--- src/rtl/shift_sequencer_pkg.sv ---
// shift_sequencer_pkg: opcode and state encodings shared by the shift sequencer and its single-step shifter.
package shift_sequencer_pkg;
   localparam logic [2:0] OP_ASL = 3'b000;
   localparam logic [2:0] OP_ASR = 3'b001;
   localparam logic [2:0] OP_LSL = 3'b010;
   localparam logic [2:0] OP_LSR = 3'b011;
   localparam logic [2:0] OP_ROL = 3'b100;
   localparam logic [2:0] OP_ROR = 3'b101;
   typedef enum logic [1:0] {IDLE, SHIFT, FIN} state_t;
endpackage

--- src/rtl/shift_sequencer_step.sv ---
// shift_step: combinational one-bit shift/rotate by opcode, with carry-out and arithmetic-left sign-change flag.
module shift_step
   import shift_sequencer_pkg::*;
#(
   parameter int NBITS = 4
) (
   input  logic [NBITS-1:0] x,
   input  logic [2:0]       op,
   output logic [NBITS-1:0] y,
   output logic             c,
   output logic             v
);
   always_comb begin
      y = '0;
      c = 1'b0;
      v = 1'b0;
      case (op)
         OP_ASL: begin
            y = {x[NBITS-2:0], 1'b0};
            c = x[NBITS-1];
            v = x[NBITS-1] ^ x[NBITS-2];
         end
         OP_ASR: begin
            y = {x[NBITS-1], x[NBITS-1:1]};
            c = x[0];
         end
         OP_LSL: begin
            y = {x[NBITS-2:0], 1'b0};
            c = x[NBITS-1];
         end
         OP_LSR: begin
            y = {1'b0, x[NBITS-1:1]};
            c = x[0];
         end
         OP_ROL: begin
            y = {x[NBITS-2:0], x[NBITS-1]};
            c = x[NBITS-1];
         end
         OP_ROR: begin
            y = {x[0], x[NBITS-1:1]};
            c = x[0];
         end
         default: ;
      endcase
   end
endmodule

--- src/rtl/shift_sequencer.sv ---
// shift_sequencer: multi-position shift/rotate applying one single-bit step per clock, with start/done handshake.
module shift_sequencer
   import shift_sequencer_pkg::*;
#(
   parameter int NBITS = 4,
   parameter int CW    = 3
) (
   input  logic             CLK,
   input  logic             RESET_N,
   input  logic             START,
   input  logic [NBITS-1:0] DIN,
   input  logic [2:0]       OPCODE,
   input  logic [CW-1:0]    COUNT,
   output logic             BUSY,
   output logic             DONE,
   output logic [NBITS-1:0] DOUT,
   output logic             CARRY,
   output logic             OVF
);
   state_t           state;
   logic [2:0]       opReg;
   logic [CW-1:0]    stepCount;
   logic [NBITS-1:0] stepResult;
   logic             stepCarry;
   logic             stepOvf;

   shift_step #(.NBITS(NBITS)) u_step (
      .x  (DOUT),
      .op (opReg),
      .y  (stepResult),
      .c  (stepCarry),
      .v  (stepOvf)
   );

   // BUSY and DONE are registered copies of "next state is SHIFT/FIN"
   always_ff @(posedge CLK or negedge RESET_N) begin
      if (!RESET_N) begin
         state     <= IDLE;
         opReg     <= '0;
         stepCount <= '0;
         BUSY      <= 1'b0;
         DONE      <= 1'b0;
         DOUT      <= '0;
         CARRY     <= 1'b0;
         OVF       <= 1'b0;
      end else if (state == SHIFT) begin
         DOUT      <= stepResult;
         CARRY     <= stepCarry;
         OVF       <= OVF | stepOvf;
         stepCount <= stepCount - 1'b1;
         if (stepCount == CW'(1)) begin
            state <= FIN;
            BUSY  <= 1'b0;
            DONE  <= 1'b1;
         end
      end else if (START) begin
         DOUT      <= DIN;
         opReg     <= OPCODE;
         stepCount <= COUNT;
         CARRY     <= 1'b0;
         OVF       <= 1'b0;
         state     <= (COUNT != '0) ? SHIFT : FIN;
         BUSY      <= (COUNT != '0);
         DONE      <= (COUNT == '0);
      end else begin
         state <= IDLE;
         DONE  <= 1'b0;
      end
   end
endmodule
--- config.mk ---
export PLATFORM = sky130hd
export DESIGN_NAME = shift_sequencer
export DESIGN_NICKNAME = d
export VERILOG_FILES = /design/src/rtl/shift_sequencer_pkg.sv /design/src/rtl/shift_sequencer_step.sv /design/src/rtl/shift_sequencer.sv
export SDC_FILE = /design/constraint.sdc
export NUM_CORES = 1
export LEC_CHECK = 0
export CAP_MARGIN = 10
export CORE_MARGIN = 8
export CORE_UTILIZATION = 42
export CTS_CLUSTER_SIZE = 30
export DETAILED_ROUTE_END_ITERATION = 10
export GPL_TIMING_DRIVEN = 0
export PLACE_DENSITY = 0.7
export SETUP_SLACK_MARGIN = 0.5
export SYNTH_ARGS = -nofsm -noshare
export SYNTH_HDL_FRONTEND = slang
export SYNTH_SLANG_ARGS = --single-unit
--- constraint.sdc ---
create_clock -name CLK -period 1.1 [get_ports CLK]
set_input_delay 0.22 -clock CLK [delete_from_list [all_inputs] [get_ports CLK]]
set_output_delay 0.22 -clock CLK [all_outputs]
set_load 0.02 [all_outputs]
# Word level (Yosys, flattened, before mapping)
# Cells that the tools add are included.
[classes] add_sub_neg=1 n_eq_ne=9 mux=20 n_bitwise=3 n_reduce_logical=10
[ops] operator="4-bit case mux with 5 select lines" n=1
[ops] operator="1-bit two-way mux" n=10
[ops] operator="2-bit two-way mux" n=4
[ops] operator="4-bit two-way mux" n=2
[ops] operator="3-bit by 1-bit == test with 1-bit output (second input constant)" n=2
[ops] operator="3-bit by 2-bit == test with 1-bit output (second input constant)" n=2
[ops] operator="3-bit == test (second input constant)" n=2
[ops] operator="3-bit logical NOT" n=2
[ops] operator="3-bit two-way mux" n=2
[ops] operator="2-bit AND reduction" n=3
[ops] operator="3-bit OR reduction" n=2
[ops] operator="3-bit nonzero test" n=1
[ops] operator="3-bit by 1-bit subtractor with 3-bit output (second input constant)" n=1
[ops] operator="2-bit by 1-bit == test with 1-bit output (second input constant)" n=1
[ops] operator="2-bit by 1-bit inequality test with 1-bit output (second input constant)" n=1
[ops] operator="2-bit inequality test (second input constant)" n=1
[ops] operator="1-bit case mux with 2 select lines" n=1
[ops] operator="2-bit nonzero test" n=1
[ops] operator="2-bit OR reduction" n=1
[ops] operator="1-bit inverter" n=1
[ops] operator="1-bit OR" n=1
[ops] operator="1-bit XOR" n=1
[totals] register_bits=16 inputBits=13 output_inout_bits=8

# Logic depth before layout (Yosys ltp)
# Gate-level depths: netlist of run 1.
[logic_depth] depth_word=4 depth_mapped=5 depth_no_buf=5

# By module
# A second synthesis of run 1 with hierarchy kept.
[hier_totals] cells_unflattened=81 hier_area_um2=858.3
[by_module_without_submodules] mod="shift_sequencer" instances=1 cells_per_inst=63 area_per_inst_um2=725.7
[by_module_without_submodules] mod="shift_step" instances=1 cells_per_inst=18 area_per_inst_um2=132.6

# Least setup slack after synthesis of run 1
# No wires, ideal clock.
[synth_path] path_kind="reg2reg" startpoint="register DONE (netlist name)" endpoint="register DOUT[0]" setup_ns=0.120 t_arrival_ns=1.119 required_ns=0.980 slack_ns=-0.139 stages_incl_launch_ff=5 n_path_buf=1 period_less_slack_ns=1.239 path_cell_list="dfrtp_1 and2b_4 buf_4 nor2_1 a31o_2"
[synth_lines] element="end signal: assignment" line="shift_sequencer.sv:47" rtl="DOUT <= stepResult;"
[synth_lines] element="end: declaration" line="shift_sequencer.sv:16" rtl="output logic [NBITS-1:0] DOUT,"

# Final worst setup path of run 1
[layout_path] startpoint="register state[0]" endpoint="register DOUT[1]"
[layout_via] elab_chain_len=2 elab_cells_between_ends=3
[layout_lines] element="start: declaration" line="shift_sequencer.sv:20" rtl="state_t state;"
[layout_lines] element="start signal: assignment" line="shift_sequencer.sv:62" rtl="state <= (COUNT != '0) ? SHIFT : FIN;"
[layout_lines] element="2-bit by 1-bit == test with 1-bit output (*)" line="shift_sequencer.sv:46" rtl="end else if (state == SHIFT) begin"
[layout_lines] element="4-bit two-way mux or 2-bit nonzero test (tied branches)"
# Mark *: on every way between the ends. The rest lies on a longest branch, timed or not.
# A chain may end at the register's enable or synchronous reset.

==> run metrics, run 1 <==
CTS root buffer clkbuf_4; CTS max path bufs 2; die width 60.3 um; Die Height 60.3 um; Syn Inst Count 79; num ports 21; area occupied by multi-input gates 498 um2; Setup violations, final 12; HPWL Detailed 1410 um; max-slew violation count 0; failing checks hold timing, setup timing; Synth area leader dfrtp_1; flops & latches, synth 15; most common cell in the synthesized netlist dfrtp_1; Max-slew headroom 0.741; num rows 16; FF+latch area 384 um2; leakage 0.636 nW; initial DRC count 5; Area growth syn-to-layout 64.8%; drt pass-1 iters 4; vias in the first global route 765; Post-Syn Area 825 um2; Die Area 3640 um2; final worst setup slack -0.118 ns; Via Count 745; kind of critical path flip-flop to flip-flop; Ys Warns 0; first-pass GRT wire length 3550 um; Initial Util 0.434; Sink Count 15; setup TNS -0.644 ns; data required time of the worst path 1.29 ns; gpl congestion 0.805; crit-path leading delay family flip-flops; worst hold slack -0.180 ns; RSZ-0062 raised after global routing yes; n_diodes 0; share of layout cells above drive strength 1 0.517; DR top layer met4; Power Dens Cells 3160 nW/um2; Yosys top cell area share 0.455; total of max-cap violations 0; met2 routed WL 1170 um; VDD IR max 1.68 mV; Commonest cells post-synth dfrtp_1 (15), nand2_1 (9), nor2_1 (6); Worst Skew 0.00470 ns; clock latency at the later pin of the worst-skew pair 0.30 ns; hold buffer count at cts 0; DRC viols 0; total gr overflow 0; Filler cells 131; Max Fclk 821 MHz; sequential share of the synthesized area 0.455; Setup crit start kind flip-flop; status complete, but fails checks; crit-path max cell delay 0.40 ns; initial antenna violation count 0; ordered list of cells on the worst path and2b_4, buf_6, buf_12, o31a_1; total power 4.29 mW; DR WL/cell 14.9 um; Hold Vio Cnt, Final 15; met1 WL 882 um; Post-synth EDFFs 0; Post-synth ARST share 1.00; endpoint class of the critical path flip-flop; Worst Path Arrival 1.41 ns; predominant post-synthesis flop cell dfrtp_1; Hold Path Class input pin to asynchronous set/reset pin; WP buf/inv 2; TritonCTS clock tree built; metal3 WL 114 um; post-synth net total 94; clock period minus worst slack 1.22 ns; port bufs 20; Worst-Margin Slew 0.389 ns; vias per inst 5.07; Antenna Violating Nets Remaining 0; Yosys cell types 28; slowest stage cell, crit path dfrtp_1; H-tree levels 1; synth top area cells dfrtp_1 (46%), mux2i_1 (4.9%), nand2_1 (4.1%); total routed wirelength 2200 um; Overall Global Routing Usage 0.132; core area 1900 um2; Mapped Avg Cell Area 10.4 um2; Tcrit/Tclk final 1.11; Nets 136; CP Max Fanout 6; clk slew on worst S/H paths 0.09 ns; Num CTS Buffers 3; pin count of the biggest net entering global routing 16
-- path summary, 6_finish.rpt --
check / startpoint / to / slack (ns) / depth (start not counted)
setup / recovery: state[0] / DOUT[1] / -0.12 / 4
hold / removal: RESET_N / state[0] / -0.18 / 1
setup reg to reg: state[0] / DOUT[1] / -0.12 / 4
hold reg to reg: BUSY / BUSY / 0.50 / 1
max in group asynchronous: RESET_N / OVF / 0.98 / 1
min in group CLK: START / state[0] / 0.48 / 3
-- metal layers --
layer | GRT usage | vias up
met5 | 0 | -
met4 | 0.0306 | 0
met3 | 0.0581 | 3
met2 | 0.235 | 12
met1 | 0.138 | 368
li1 | - | 362
-- cell usage in the layout, fill, tap and decap left out, types with 2 or more instances in the layout --
master           netlist  routed
buf_6                  2      13
buf_4                  1      11
clkdlybuf4s50_1        0      10
nand2_1                9       9
dfrtp_1               15       8
dfrtp_2                0       7
mux2i_1                4       4
nor2_1                 6       4
mux2_4                 0       3
o21ai_1                0       3
clkbuf_4               0       3
buf_12                 0       3
nand2b_4               2       2
o211a_1                2       2
a21oi_1                4       2
a21oi_2                0       2
nor2_2                 0       2
nor2b_1                3       2
o22ai_2                0       2
o31a_1                 2       2
nand3_1                2       2
-- cells by family (layout without fill, tap and decap cells) --
group / Yosys count / after routing / synth area share
and+or+nand+nor: 27 / 27 / 0.184
AOI/OAI and AO/OA: 22 / 22 / 0.185
DFF: 15 / 15 / 0.455
muxes: 7 / 7 / 0.0895
buffers and inverters: 5 / 46 / 0.0455
adders and majority gates: 2 / 2 / 0.0303
xor gates and xnor gates: 1 / 1 / 0.0106
-- per-stage QoR --
step                      utilization  instances  cell area [um2]  hold WS (ns)  worst slack (ns)
after floorplan                     -         79              848       -0.0756           -0.0915
after global placement          0.569        126             1080         0.461            -0.415
after CTS                       0.690        143             1310        0.0845            -0.108
after detailed placement        0.569        126             1080         0.470            -0.420
after global routing            0.714        147             1360        -0.166            -0.147
final                           0.714        147             1360        -0.180            -0.118
-- sequential cells by signal (all words and copies together), names as in the netlist --
signal	count
state	1
opReg	3
BUSY	1
stepCount	3
CARRY	1
DONE	1
OVF	1
DOUT	4
-- cell type report --
class                   count  share of cell area
plain buffers               3              0.0249
clock buffers               3              0.0166
clock inverters             1             0.00368
inverters                   2             0.00552
multi-input cells          59               0.366
flip-flops and latches     15               0.283
well taps                  27              0.0249
repair buffers             37               0.275
-- power breakdown --
| part | internal, mW | total (mW) | switching [mW] |
|---|---|---|---|
| Combinational | 1.64 | 2.88 | 1.24 |
| Clock | 0.136 | 0.331 | 0.195 |
| Sequential | 0.851 | 1.08 | 0.227 |
| Total | 2.63 | 4.29 | 1.66 |
-- what timing repair did --
item,4_1_cts,5_1_grt
pin swaps,5,2
endpoints found under the hold margin,0,15
setup buffers,13,4
gates resized for setup,64,7
setup endpoints to repair,38,38
No activity file was read; power rests on OpenSTA's default activity.
==> inputs of run 2 (changes only) <==
- SLEW_MARGIN: not set -> 20
==> results of run 2 <==
Final layout, timing and power as in run 1 (identical DEF).
==> inputs of run 3 (changes only) <==
- HOLD_SLACK_MARGIN: not set -> 0.08
==> results of run 3 <==
Final layout, timing and power as in run 1 (identical DEF).
